[config.mk]
export PLATFORM = sky130hd
export DESIGN_NAME = fifo_dram_drain
export DESIGN_NICKNAME = d
export VERILOG_FILES = /design/src/rtl/eyeriss_if_pkg.sv /design/src/rtl/drain_out_stage.sv /design/src/rtl/fifo_dram_drain.sv
export SDC_FILE = /design/constraint.sdc
export NUM_CORES = 1
export LEC_CHECK = 0
export BUFFER_PORTS_ARGS = -buffer_cell sky130_fd_sc_hd__buf_2
export CORE_MARGIN = 3
export CORE_UTILIZATION = 40
export CTS_BUF_LIST = sky130_fd_sc_hd__clkbuf_8 sky130_fd_sc_hd__clkbuf_16
export DETAILED_ROUTE_END_ITERATION = 8
export PLACE_DENSITY = 0.67
export SYNTH_ARGS = -nofsm -noshare
export SYNTH_HDL_FRONTEND = slang
export SYNTH_SLANG_ARGS = --single-unit
[constraint.sdc]
create_clock -name rclk -period 5.9 [get_ports rclk]
set_clock_uncertainty 0.05 [all_clocks]
set_input_delay 1.77 -clock rclk [delete_from_list [all_inputs] [get_ports rclk]]
set_output_delay 1.77 -clock rclk [all_outputs]
set_load 0.01 [all_outputs]
[src/rtl/eyeriss_if_pkg.sv]
// eyeriss_if_pkg: shared types and default widths for the interface-unit FIFO path.
package eyeriss_if_pkg;
  typedef enum logic [1:0] {IDLE, RUN, FINISH} drain_state_t;
  localparam int FIFO_WIDTH_D = 64;
  localparam int ADDR_WIDTH_D = 20;
endpackage

[src/rtl/drain_out_stage.sv]
// drain_out_stage: single-entry valid/ready output register with load, accept and flush.
module drain_out_stage
  import eyeriss_if_pkg::*;
#(
  parameter int DW = FIFO_WIDTH_D,
  parameter int AW = ADDR_WIDTH_D
) (
  input  logic          rclk,
  input  logic          rreset,
  input  logic          load_i,
  input  logic          accept_i,
  input  logic          flush_i,
  input  logic [DW-1:0] data_i,
  input  logic [AW-1:0] addr_i,
  input  logic          last_i,
  output logic          valid_o,
  output logic [DW-1:0] data_o,
  output logic [AW-1:0] addr_o,
  output logic          last_o
);
  logic          valid_q, valid_d, last_q, last_d;
  logic [DW-1:0] data_q, data_d;
  logic [AW-1:0] addr_q, addr_d;
  always_comb begin
    valid_d = flush_i ? 1'b0 : load_i ? 1'b1 : accept_i ? 1'b0 : valid_q;
    data_d  = load_i ? data_i : data_q;
    addr_d  = load_i ? addr_i : addr_q;
    last_d  = load_i ? last_i : last_q;
  end
  always_ff @(posedge rclk or posedge rreset)
    if (rreset) begin
      valid_q <= 1'b0;
      data_q  <= '0;
      addr_q  <= '0;
      last_q  <= 1'b0;
    end else begin
      valid_q <= valid_d;
      data_q  <= data_d;
      addr_q  <= addr_d;
      last_q  <= last_d;
    end
  assign valid_o = valid_q;
  assign data_o  = data_q;
  assign addr_o  = addr_q;
  assign last_o  = last_q;
endmodule

[src/rtl/fifo_dram_drain.sv]
// fifo_dram_drain: pops the back-path async FIFO and streams words to the DRAM write port in bursts.
// Define DRAIN_PERF_EN to add the saturating stall_cnt port.
module fifo_dram_drain
  import eyeriss_if_pkg::*;
#(
  parameter int FIFO_WIDTH = FIFO_WIDTH_D,
  parameter int ADDR_WIDTH = ADDR_WIDTH_D,
  parameter int CNT_WIDTH  = 16,
  parameter int BURST_LEN  = 8
) (
  input  logic                  rclk,
  input  logic                  rreset,
  input  logic                  start,
  input  logic                  abort,
  input  logic [ADDR_WIDTH-1:0] base_address,
  input  logic [CNT_WIDTH-1:0]  total_words,
  input  logic                  rempty,
  input  logic [FIFO_WIDTH-1:0] rdata,
  output logic                  rinc,
  input  logic                  dram_ready,
  output logic                  dram_valid,
  output logic [FIFO_WIDTH-1:0] dram_wdata,
  output logic [ADDR_WIDTH-1:0] dram_addr,
  output logic                  dram_last,
  output logic                  busy,
  output logic                  done
`ifdef DRAIN_PERF_EN
  ,output logic [31:0]          stall_cnt
`endif
);
  localparam int BW = BURST_LEN > 1 ? $clog2(BURST_LEN) : 1;
  localparam logic [BW-1:0] BEAT_MAX = BW'(BURST_LEN - 1);
  drain_state_t          state_q;
  logic [CNT_WIDTH-1:0]  to_pop_q, to_send_q;
  logic [ADDR_WIDTH-1:0] addr_q;
  logic [BW-1:0]         beat_q;
  logic                  accept, last_w, in_run;
  assign in_run = state_q == RUN;
  assign accept = dram_valid & dram_ready;
  assign last_w = (beat_q == BEAT_MAX) | (to_pop_q == CNT_WIDTH'(1));
  assign rinc   = in_run & ~rempty & (to_pop_q != '0) & (~dram_valid | dram_ready) & ~abort;
  assign busy   = in_run;
  assign done   = state_q == FINISH;
  always_ff @(posedge rclk or posedge rreset)
    if (rreset) begin
      state_q   <= IDLE;
      to_pop_q  <= '0;
      to_send_q <= '0;
      addr_q    <= '0;
      beat_q    <= '0;
    end else begin
      case (state_q)
        IDLE: if (start) begin
          state_q   <= (total_words != '0) ? RUN : FINISH;
          to_pop_q  <= total_words;
          to_send_q <= total_words;
          addr_q    <= base_address;
          beat_q    <= '0;
        end
        RUN: if (abort) state_q <= IDLE;
        else begin
          if (rinc) begin
            to_pop_q <= to_pop_q - CNT_WIDTH'(1);
            addr_q   <= addr_q + ADDR_WIDTH'(1);
            beat_q   <= last_w ? '0 : beat_q + BW'(1);
          end
          if (accept) begin
            to_send_q <= to_send_q - CNT_WIDTH'(1);
            if (to_send_q == CNT_WIDTH'(1)) state_q <= FINISH;
          end
        end
        default: state_q <= IDLE;
      endcase
    end
  drain_out_stage #(.DW(FIFO_WIDTH), .AW(ADDR_WIDTH)) u_out (
    .rclk    (rclk),
    .rreset  (rreset),
    .load_i  (rinc),
    .accept_i(accept),
    .flush_i (in_run & abort),
    .data_i  (rdata),
    .addr_i  (addr_q),
    .last_i  (last_w),
    .valid_o (dram_valid),
    .data_o  (dram_wdata),
    .addr_o  (dram_addr),
    .last_o  (dram_last)
  );
`ifdef DRAIN_PERF_EN
  logic [31:0] stall_q;
  always_ff @(posedge rclk or posedge rreset)
    if (rreset) stall_q <= '0;
    else if (start && state_q == IDLE) stall_q <= '0;
    else if (dram_valid && !dram_ready && stall_q != '1) stall_q <= stall_q + 32'd1;
  assign stall_cnt = stall_q;
`endif
endmodule

==> impl_metrics.csv, run 1 <==
group,metric,value,unit
timing,final_count_of_pins_violating_max_slew,0,
place,port_buffers,194,
setup_path,worst_setup_path_startpoint,"abort",
floorplan,start_util,41.6,%
floorplan,ios,195,
route,top_layer_used,"met4",
setup_path,worstSetupPathType,"primary input to output port",
global_routing,number_of_antenna_violations_at_the_first_check_in_global_routing,1,
timing,setup_total_negative_slack,0,ns
timing,hold_violations,0,
route,length_of_routed_met3_wiring,1.17,mm
timing,fmaxAchievable,0.209,GHz
outcome,run_status,"finished, final reports clean",
logic_synthesis,share_of_the_yosys_chip_area_belonging_to_registers,53.4,%
timing,rsz_0062_raised_after_global_routing,"no",
route,drt_wl_total,17.3,mm
global_routing,vias_in_the_first_global_route,5219,
route,routed-via-count,5559,
layout,layout-area-overhead-vs-synth,25.6,%
clocking,postCtsHoldBufs,0,
setup_path,end_kind,"output port",
setup_path,cp_slowest_cell,"sky130_fd_sc_hd__or4_1",
floorplan,core.rowCount,46,
floorplan,die_y,135,um
route,via_per_inst,5.37,
logic_synthesis,netlist_area_pre_place,6700,sq um
global_routing,global_route_wire_length_before_repair,27.1,mm
timing,post-route-worst-setup-slack,1.12,ns
route,detail_route.wirelength.met1,7.58,mm
clocking,cts_sinks,143,
setup_path,critical_path.most_common_cell,"sky130_fd_sc_hd__buf_2",
logic_synthesis,synthTopCellsByArea,"sky130_fd_sc_hd__dfrtp_1 53%, sky130_fd_sc_hd__mux2_2 13%, sky130_fd_sc_hd__o21ai_0 4.5%, sky130_fd_sc_hd__a21oi_1 4.3%, sky130_fd_sc_hd__nand2_1 2.1%",
setup_path,reg2reg_slack,2.67,ns
setup_path,worstReg2RegEnd,"addr_q[18]",
timing,fin_crit,4.78,ns
global_routing,grt_overflow_total,0,
clocking,clock-root-buffer,"sky130_fd_sc_hd__clkbuf_16",
logic_synthesis,synthesis.instances,621,
route,post-route-drc-count,0,
place,pre_cts_slack,1.15,ns
floorplan,core_area,16100,sq um
place,place.detailed.hpwl,12.1,mm
timing,fin_crit_sh,81.0,%
route,met2_wirelength,8.12,mm
global_routing,groute.usage.overall,18.6,%
clocking,clkLatencyLatePin,0.42,ns
setup_path,kind_of_cell_adding_the_most_delay_to_the_critical_path,"simple AND/OR/NAND/NOR gates",
setup_path,maximum_fanout_count_along_the_critical_path,6,
setup_path,ff2ff_path_depth,7,
route,detailedRoute.firstPassIterationCount,5,
route,routed_wire_length_per_instance,16.7,um
clocking,clock_path_buffers,2,
logic_synthesis,yosys.area.top_type_share,53.4,%
setup_path,slowest_delay,0.68,ns
logic_synthesis,post_synth_most_frequent_cells,"143 x sky130_fd_sc_hd__dfrtp_1, 80 x sky130_fd_sc_hd__mux2_2, 60 x sky130_fd_sc_hd__o21ai_0",
pwr,power_per_cell_area,525,nW/um^2
clocking,cts_resized,0,
job,maxCapViolCount,0,
pwr,power.ir.vdd_worst,0.000236,V
floorplan,floorplan.die_area,18300,sq um
logic_synthesis,synth_cell_type_count,53,
timing,max_slew_margin,26.1,%
logic_synthesis,postSynthAreaPerCell,10.8,sq um
hold_path,hold_path_depth,1,
clocking,tritoncts_clock_tree,"yes",
setup_path,crit_end,"rinc",
hold_path,min-delay-path-class,"flop to flop",
layout,post_route_cells_drive_above_1_share,39.8,%
clocking,cts.reportedPaths.clkPinSlew,0.06,ns
logic_synthesis,number_of_enable_flip_flop_cells_after_synthesis,0,
logic_synthesis,yosysWarningCount,0,
pwr,power.leakage,3.76,nW
setup_path,critPathBufInv,2,
floorplan,die_w,135,um
clocking,cts_htree_levels,4,
setup_path,cp-start-kind,"primary input",
layout,fin_area,8420,sq um
route,first_iteration_detailed_routing_drc_count,364,
hold_path,hold_start,"u_out.addr_o[9]",
setup_path,rr_startpoint,"to_pop_q[0]",
place,dpl-instance-area,7860,sq um
logic_synthesis,synth-async-reset-ratio,100,%
logic_synthesis,yosys.area.top_type,"sky130_fd_sc_hd__dfrtp_1",
route,postRouteAntennaNets,0,
layout,nets,919,
global_routing,grt_max_degree,70,
setup_path,number_of_gates_on_the_worst_path_with_buffers_counted,4,
setup_path,cp_cell_sequence,"buf_2 > or4_1 > nor2_4 > buf_2",
timing,timing_worst_slew_pin_value,1.11,ns
clocking,cts_bufs_inserted,17,
place,routabilityCongestion,0.818,
timing,final-setup-viol-count,0,
pwr,power.total,4.42,mW
clocking,post_cts_buffers,0,
setup_path,worstPathRequired,4.08,ns
logic_synthesis,synthesis.nets,734,
logic_synthesis,postSynthRegisterBits,143,
logic_synthesis,yosys.cell_count.top_type,"sky130_fd_sc_hd__dfrtp_1",
setup_path,critPathArrivalTime,2.96,ns
logic_synthesis,synth_ff_type,"sky130_fd_sc_hd__dfrtp_1",
layout,final_core_utilization,52.2,%
==> final cells by class <==
cell class	count	area [sq um]
multi-input combinational	427	2920
antenna	1	2.50
clock inverter	15	129
clock buffer	17	425
inverter	15	61.3
sequential	143	3580
tap	216	270
fill	1477	7700
timing repair buffer	202	1030
==> sequential cells by signal, indices dropped and copies added (netlist names) <==
register,count
beat_q,3
to_send_q,16
u_out.valid_o,1
addr_q,20
to_pop_q,16
u_out.data_o,64
u_out.addr_o,20
state_q,2
u_out.last_o,1
==> power breakdown <==
part	internal (mW)	switching (mW)
registers	1.46	0.341
clock network	0.551	0.458
logic	0.741	0.870
total	2.75	1.67
==> cell usage in the layout (no fill, tap or decap), drive strengths merged, types with 3 or more instances in the layout <==
| master | n |
|---|---|
| o32ai | 4 |
| clkbuf | 17 |
| clkinvlp | 3 |
| a22o | 6 |
| nor2 | 37 |
| clkinv | 5 |
| nand4 | 7 |
| or2 | 3 |
| a32oi | 3 |
| buf | 202 |
| mux2 | 85 |
| nand2 | 38 |
| o2bb2a | 3 |
| a21o | 3 |
| a21oi | 57 |
| nand3 | 17 |
| o22ai | 10 |
| ha | 7 |
| nand2b | 4 |
| nor3 | 14 |
| or4 | 4 |
| dfrtp | 143 |
| or3 | 8 |
| nor4 | 13 |
| a31oi | 7 |
| a2bb2oi | 4 |
| o21ai | 61 |
| o22a | 4 |
| inv | 22 |
==> stage by stage <==
step,hold WS [ns],cells
4_1_cts,0.436,1035
2_1_floorplan,0.391,621
5_1_grt,0.458,1036
3_3_place_gp,0.414,1003
6_report,0.431,1036
3_5_place_dp,0.421,1003
==> worst min path at each step <==
stage | slack (ns) | to
2_1_floorplan | 0.39 | to_pop_q[7]
5_1_grt | 0.46 | to_pop_q[7]
3_5_place_dp | 0.42 | u_out.addr_o[9]
6_report | 0.43 | u_out.addr_o[9]
3_3_place_gp | 0.41 | u_out.addr_o[8]
4_1_cts | 0.44 | u_out.addr_o[9]
==> kinds of logic after synthesis <==
| group | count (synthesis) | synth area share [%] |
|---|---|---|
| AND/OR/NAND/NOR | 157 | 11.9 |
| adder cells (fa/ha/maj) | 7 | 1.31 |
| AO/OA/AOI/OAI | 176 | 15.6 |
| buffers and inverters | 51 | 3.25 |
| multiplexers | 87 | 14.6 |
| flip-flops | 143 | 53.4 |
==> worst reg2reg max path: stages, from the launching register on <==
cell and delay (ns):
sky130_fd_sc_hd__dfrtp_1 0.41, sky130_fd_sc_hd__inv_1 0.09, sky130_fd_sc_hd__ha_1 0.24, sky130_fd_sc_hd__or4b_2 0.66
sky130_fd_sc_hd__nor4_4 0.31, sky130_fd_sc_hd__o21a_1 0.90, sky130_fd_sc_hd__nor2_1 0.13, sky130_fd_sc_hd__o2bb2a_1 0.32
==> layer usage <==
layer,vias up,track usage [%]
met4,0,8.29
li1,2657,-
met2,183,27.3
met3,35,4.87
met5,-,0
met1,2684,26.0
Power figures use the tool's default switching activity.
==> run 2: changes to the inputs <==
--- a/config.mk
+++ b/config.mk
@@ -10,7 +10,6 @@
 export CORE_UTILIZATION = 40
 export CTS_BUF_LIST = sky130_fd_sc_hd__clkbuf_8 sky130_fd_sc_hd__clkbuf_16
 export DETAILED_ROUTE_END_ITERATION = 8
-export PLACE_DENSITY = 0.67
 export SYNTH_ARGS = -nofsm -noshare
 export SYNTH_HDL_FRONTEND = slang
 export SYNTH_SLANG_ARGS = --single-unit
==> constraint.sdc (replaced) <==
create_clock -name rclk -period 4.5 [get_ports rclk]
set_clock_uncertainty 0.05 [all_clocks]
set_input_delay 1.35 -clock rclk [delete_from_list [all_inputs] [get_ports rclk]]
set_output_delay 1.35 -clock rclk [all_outputs]
set_load 0.01 [all_outputs]
==> run 2 against run 1 <==
  * Final cell count is 0.29% higher
  * Largest power group unchanged
  * Wire length is 1.3% higher
  * Worst setup slack worse by 0.52 ns
  * Final area is 0.71% higher
  * Critical endpoint unchanged
  * Non-clock buffer count stayed put
  * Clock power is 37% higher
  * Largest cell class unchanged
  * Combinational power is 32% higher
==> impl_metrics.csv, run 2 (synthesized netlist as in run 1, its figures left out) <==
group,metric,value,unit
setup_path,worstPathRequired,3.10,ns
timing,timing_worst_slew_pin_value,1.12,ns
clocking,postCtsHoldBufs,0,
layout,final_core_utilization,52.6,%
timing,fmaxAchievable,0.256,GHz
pwr,power.total,5.85,mW
clocking,post_cts_buffers,0,
route,first_iteration_detailed_routing_drc_count,355,
timing,final-setup-viol-count,0,
timing,final_count_of_pins_violating_max_slew,0,
hold_path,hold_start,"to_pop_q[7]",
route,routed_wire_length_per_instance,16.9,um
layout,mostFrequentLayoutCells,"194 x sky130_fd_sc_hd__buf_2, 143 x sky130_fd_sc_hd__dfrtp_1, 80 x sky130_fd_sc_hd__mux2_2, 60 x sky130_fd_sc_hd__o21ai_0, 57 x sky130_fd_sc_hd__a21oi_1",
job,maxCapViolCount,0,
timing,fin_crit_sh,86.7,%
pwr,net-switching-power,2.13,mW
timing,max_slew_margin,25.5,%
floorplan,die_y,135,um
global_routing,vias_in_the_first_global_route,5373,
global_routing,number_of_antenna_violations_at_the_first_check_in_global_routing,5,
clocking,clock-root-buffer,"sky130_fd_sc_hd__clkbuf_16",
layout,post_route_cells_drive_above_1_share,39.5,%
floorplan,start_util,41.6,%
floorplan,die_w,135,um
pwr,p_comb_share,36.2,%
timing,hold_violations,0,
setup_path,worst_setup_path_startpoint,"abort",
global_routing,grt_overflow_total,0,
pwr,power_per_cell_area,691,nW/um^2
clocking,tritoncts_clock_tree,"yes",
timing,fin_crit,3.90,ns
timing,rsz_0062_raised_after_global_routing,"no",
clocking,clkLatencyLatePin,0.42,ns
layout,mostFrequentLayoutCell,"sky130_fd_sc_hd__buf_2",
floorplan,ios,195,
pwr,share_seq_of_total_power,40.3,%
floorplan,core.rowCount,46,
route,via_per_inst,5.39,
global_routing,global_route_wire_length_before_repair,27.7,mm
route,detailedRoute.firstPassIterationCount,6,
setup_path,cp_slowest_cell,"sky130_fd_sc_hd__or4_1",
pwr,power.ir.vdd_worst,0.000349,V
setup_path,critical_path.most_common_cell,"sky130_fd_sc_hd__buf_2",
pwr,cell_internal_pwr,3.72,mW
setup_path,rr_startpoint,"to_pop_q[0]",
global_routing,groute.usage.overall,18.8,%
clocking,cts_sinks,143,
pwr,p_sw_share,36.5,%
setup_path,slowest_delay,0.69,ns
place,routabilityCongestion,0.868,
clocking,cts_htree_levels,4,
outcome,run_status,"finished, final reports clean",
place,port_buffers,194,
layout,nets,919,
setup_path,kind_of_cell_adding_the_most_delay_to_the_critical_path,"simple AND/OR/NAND/NOR gates",
place,dp_cells,1003,
clocking,clock_path_buffers,2,
layout,final_cell_count_no_fill,1039,
layout,largest_register_ffs,64,
pwr,clkPwrFrac,23.5,%
setup_path,cp-start-kind,"primary input",
setup_path,end_kind,"output port",
setup_path,critPathBufInv,2,
setup_path,cp_cell_sequence,"buf_2 > or4_1 > nor2_4 > buf_2",
route,post-route-drc-count,0,
pwr,power.leakage,3.78,nW
global_routing,grt_max_degree,89,
setup_path,critPathArrivalTime,2.50,ns
clocking,cts_resized,0,
setup_path,worstSetupPathType,"primary input to output port",
setup_path,maximum_fanout_count_along_the_critical_path,6,
timing,setup_total_negative_slack,0,ns
layout,layout-area-overhead-vs-synth,26.5,%
route,drt_wl_total,17.5,mm
route,routed-via-count,5605,
floorplan,floorplan.die_area,18300,sq um
clocking,cts_bufs_inserted,17,
clocking,cts.reportedPaths.clkPinSlew,0.06,ns
hold_path,min-delay-path-class,"flop to flop",
route,postRouteAntennaNets,0,
floorplan,core_area,16100,sq um
place,place.detailed.hpwl,12.4,mm
[run 2: path summary, 6_finish.rpt]
| path | to | slack [ns] | cells past startpoint |
|---|---|---|---|
| max in group asynchronous | u_out.addr_o[10] | 2.59 | 3 |
| max | rinc | 0.60 | 4 |
| min | to_pop_q[7] | 0.42 | 1 |
| min reg2reg | to_pop_q[7] | 0.42 | 1 |
| min in group asynchronous | u_out.data_o[39] | 1.01 | 2 |
| max reg2reg | addr_q[12] | 1.33 | 7 |
[run 2: cell type report]
class / count / area, sq um
diodes: 5 / 12.5
clock inverters: 13 / 141
well taps: 216 / 270
clock buffers: 18 / 439
fillers: 1460 / 7640
repair buffers: 202 / 1060
flip-flops and latches: 143 / 3580
multi-input cells: 427 / 2920
inverters: 15 / 60.1
[run 2: metal layers]
layer,vias up,track usage (%),share of wire [%]
li1,2668,-,-
met1,2738,25.0,44
met4,0,8.23,2.7
met2,168,29.3,48
met3,31,4.87,5.5
met5,-,0,0
[run 2: power by group through the flow]
stage / Clock [mW] / Sequential, mW / Combinational [mW]
detailed placement: 0 / 2.37 / 2.14
finish: 1.38 / 2.36 / 2.12
global route: 1.46 / 2.45 / 2.34
floorplan: 0 / 2.48 / 1.21
global placement: 0 / 2.34 / 2.08
CTS: 1.41 / 2.36 / 2.14
[run 2: stage by stage]
stage	instance area [sq um]	hold slack [ns]	setup slack, ns
2_1_floorplan	6710	0.391	0.616
3_3_place_gp	7880	0.409	0.599
3_5_place_dp	7880	0.411	0.605
4_1_cts	8460	0.424	0.598
5_1_grt	8480	0.443	0.553
6_report	8480	0.424	0.600
==> run 3: changes to the inputs <==
--- a/config.mk
+++ b/config.mk
@@ -9,6 +9,7 @@
 export CORE_MARGIN = 3
 export CORE_UTILIZATION = 40
 export CTS_BUF_LIST = sky130_fd_sc_hd__clkbuf_8 sky130_fd_sc_hd__clkbuf_16
+export CTS_CLUSTER_DIAMETER = 50
 export DETAILED_ROUTE_END_ITERATION = 8
 export SYNTH_ARGS = -nofsm -noshare
 export SYNTH_HDL_FRONTEND = slang
==> constraint.sdc (replaced) <==
create_clock -name rclk -period 4.5 [get_ports rclk]
set_clock_uncertainty 0.05 [all_clocks]
set_input_delay 1.35 -clock rclk [delete_from_list [all_inputs] [get_ports rclk]]
set_output_delay 1.35 -clock rclk [all_outputs]
set_load 0.005 [all_outputs]
==> run 3 against run 2 <==
  * Sequential power about the same
  * Sequential share of layout area up 0.11 points
  * Wire length down 0.11%
  * Largest cell class unchanged
  * Largest power group unchanged
==> impl_metrics.csv, run 3 (synthesized netlist as in run 1, its figures left out) <==
group,metric,value,unit
clocking,cts_bufs_inserted,17,
setup_path,number_of_gates_on_the_worst_path_with_buffers_counted,4,
place,place.detailed.hpwl,12.3,mm
global_routing,global_route_wire_length_before_repair,27.4,mm
route,routed-via-count,5586,
floorplan,ios,195,
timing,hold_violations,0,
setup_path,ff2ff_path_depth,7,
route,post-route-drc-count,0,
clocking,tritoncts_clock_tree,"yes",
setup_path,rr_startpoint,"to_pop_q[0]",
pwr,power.ir.vdd_worst,0.000337,V
route,via_per_inst,5.39,
floorplan,die_y,135,um
setup_path,critical_path.most_common_cell,"sky130_fd_sc_hd__buf_2",
global_routing,number_of_antenna_violations_at_the_first_check_in_global_routing,2,
clocking,cts.reportedPaths.clkPinSlew,0.06,ns
setup_path,slowest_delay,0.70,ns
setup_path,cp-start-kind,"primary input",
layout,mostFrequentLayoutCell,"sky130_fd_sc_hd__buf_2",
pwr,power.leakage,3.77,nW
timing,post-route-worst-setup-slack,0.603,ns
timing,final-setup-viol-count,0,
setup_path,worstPathRequired,3.10,ns
route,routed_wire_length_per_instance,16.9,um
setup_path,critPathArrivalTime,2.50,ns
pwr,clkPwrFrac,24.1,%
layout,final_core_utilization,52.5,%
clocking,post_cts_buffers,0,
global_routing,vias_in_the_first_global_route,5402,
place,pre_cts_slack,0.612,ns
clocking,postCtsHoldBufs,0,
clocking,clock_path_buffers,2,
layout,largest_register_ffs,64,
pwr,cell_internal_pwr,3.71,mW
setup_path,worstReg2RegEnd,"addr_q[18]",
global_routing,grt_overflow_total,0,
pwr,power.total,5.68,mW
setup_path,kind_of_cell_adding_the_most_delay_to_the_critical_path,"simple AND/OR/NAND/NOR gates",
pwr,net-switching-power,1.97,mW
timing,rsz_0062_raised_after_global_routing,"no",
route,postRouteAntennaNets,0,
setup_path,maximum_fanout_count_along_the_critical_path,6,
timing,whs,0.429,ns
timing,fin_crit_sh,86.6,%
pwr,p_sw_share,34.7,%
global_routing,groute.usage.overall,18.8,%
layout,final_cell_count_no_fill,1036,
setup_path,reg2reg_slack,1.35,ns
clocking,cts_htree_levels,4,
outcome,run_status,"finished, final reports clean",
route,drt_wl_total,17.5,mm
timing,timing_worst_slew_pin_value,1.12,ns
floorplan,start_util,41.6,%
clocking,clock-root-buffer,"sky130_fd_sc_hd__clkbuf_16",
place,dp_cells,1003,
pwr,share_seq_of_total_power,41.4,%
global_routing,grt_max_degree,89,
layout,mostFrequentLayoutCells,"194 x sky130_fd_sc_hd__buf_2, 143 x sky130_fd_sc_hd__dfrtp_1, 80 x sky130_fd_sc_hd__mux2_2, 60 x sky130_fd_sc_hd__o21ai_0, 57 x sky130_fd_sc_hd__a21oi_1",
layout,layout-area-overhead-vs-synth,26.1,%
setup_path,cp_cell_sequence,"buf_2 > or4_1 > nor2_4 > buf_2",
setup_path,worst_setup_path_startpoint,"abort",
pwr,power_per_cell_area,672,nW/um^2
floorplan,floorplan.die_area,18300,sq um
timing,fin_crit,3.90,ns
job,maxCapViolCount,0,
timing,max_slew_margin,25.0,%
place,routabilityCongestion,0.850,
floorplan,core_area,16100,sq um
route,detailedRoute.firstPassIterationCount,5,
setup_path,cp_slowest_cell,"sky130_fd_sc_hd__or4_1",
clocking,cts_resized,0,
setup_path,critPathBufInv,2,
setup_path,crit_end,"rinc",
timing,setup_total_negative_slack,0,ns
floorplan,die_w,135,um
floorplan,core.rowCount,46,
clocking,cts_sinks,143,
layout,post_route_cells_drive_above_1_share,39.5,%
setup_path,end_kind,"output port",
setup_path,worstSetupPathType,"primary input to output port",
pwr,p_comb_share,34.4,%
hold_path,min-delay-path-class,"flop to flop",
layout,nets,919,
place,port_buffers,194,
route,first_iteration_detailed_routing_drc_count,372,
layout,fin_area,8450,sq um
timing,fmaxAchievable,0.257,GHz
clocking,clkLatencyLatePin,0.42,ns
timing,final_count_of_pins_violating_max_slew,0,
place,dpl-instance-area,7870,sq um
[run 3: changes by cell type in the layout (fill, tap and decap cells not counted), sizes merged]
cell,delta
clkinvlp,+1
clkinv,-1
diode,-3
[run 3: worst min path at each step]
stage / from / end / slack [ns] / cells after the start
floorplan: to_pop_q[7] / to_pop_q[7] / 0.39 / 1
CTS: to_pop_q[7] / to_pop_q[7] / 0.43 / 1
detailed placement: to_pop_q[7] / to_pop_q[7] / 0.42 / 1
global route: to_pop_q[7] / to_pop_q[7] / 0.44 / 1
finish: to_pop_q[7] / to_pop_q[7] / 0.43 / 1
global placement: to_pop_q[7] / to_pop_q[7] / 0.41 / 1
[run 3: power groups by stage]
stage / Combinational (mW) / Clock (mW) / Sequential, mW
2_1_floorplan: 1.21 / 0 / 2.33
3_3_place_gp: 1.92 / 0 / 2.34
3_5_place_dp: 1.97 / 0 / 2.37
4_1_cts: 1.98 / 1.41 / 2.35
5_1_grt: 2.19 / 1.46 / 2.44
6_report: 1.96 / 1.37 / 2.35
[run 3: metal layers]
layer	vias up	GRT usage [%]	share of wire [%]	wire length, um
met5	-	0	0	0
met1	2728	24.5	42	7430
met4	0	7.05	1.7	306
met3	22	5.05	5.8	1020
li1	2660	-	-	-
met2	176	30.2	50	8750
[run 3: cell type report]
class | count | area, sq um
multi-input combinational | 427 | 2920
antenna | 2 | 5.00
fill | 1467 | 7660
timing repair buffer | 202 | 1040
clock buffer | 18 | 439
inverter | 15 | 60.1
sequential | 143 | 3580
tap | 216 | 270
clock inverter | 13 | 140
[run 3: worst reg2reg max path, delay by kind of cell (launching register included)]
| family | cells | cell delay, ns |
|---|---|---|
| compound gates | 2 | 1.23 |
| simple gates | 3 | 1.04 |
| flops | 1 | 0.42 |
| fa+ha+maj | 1 | 0.23 |
| buf+inv | 1 | 0.09 |
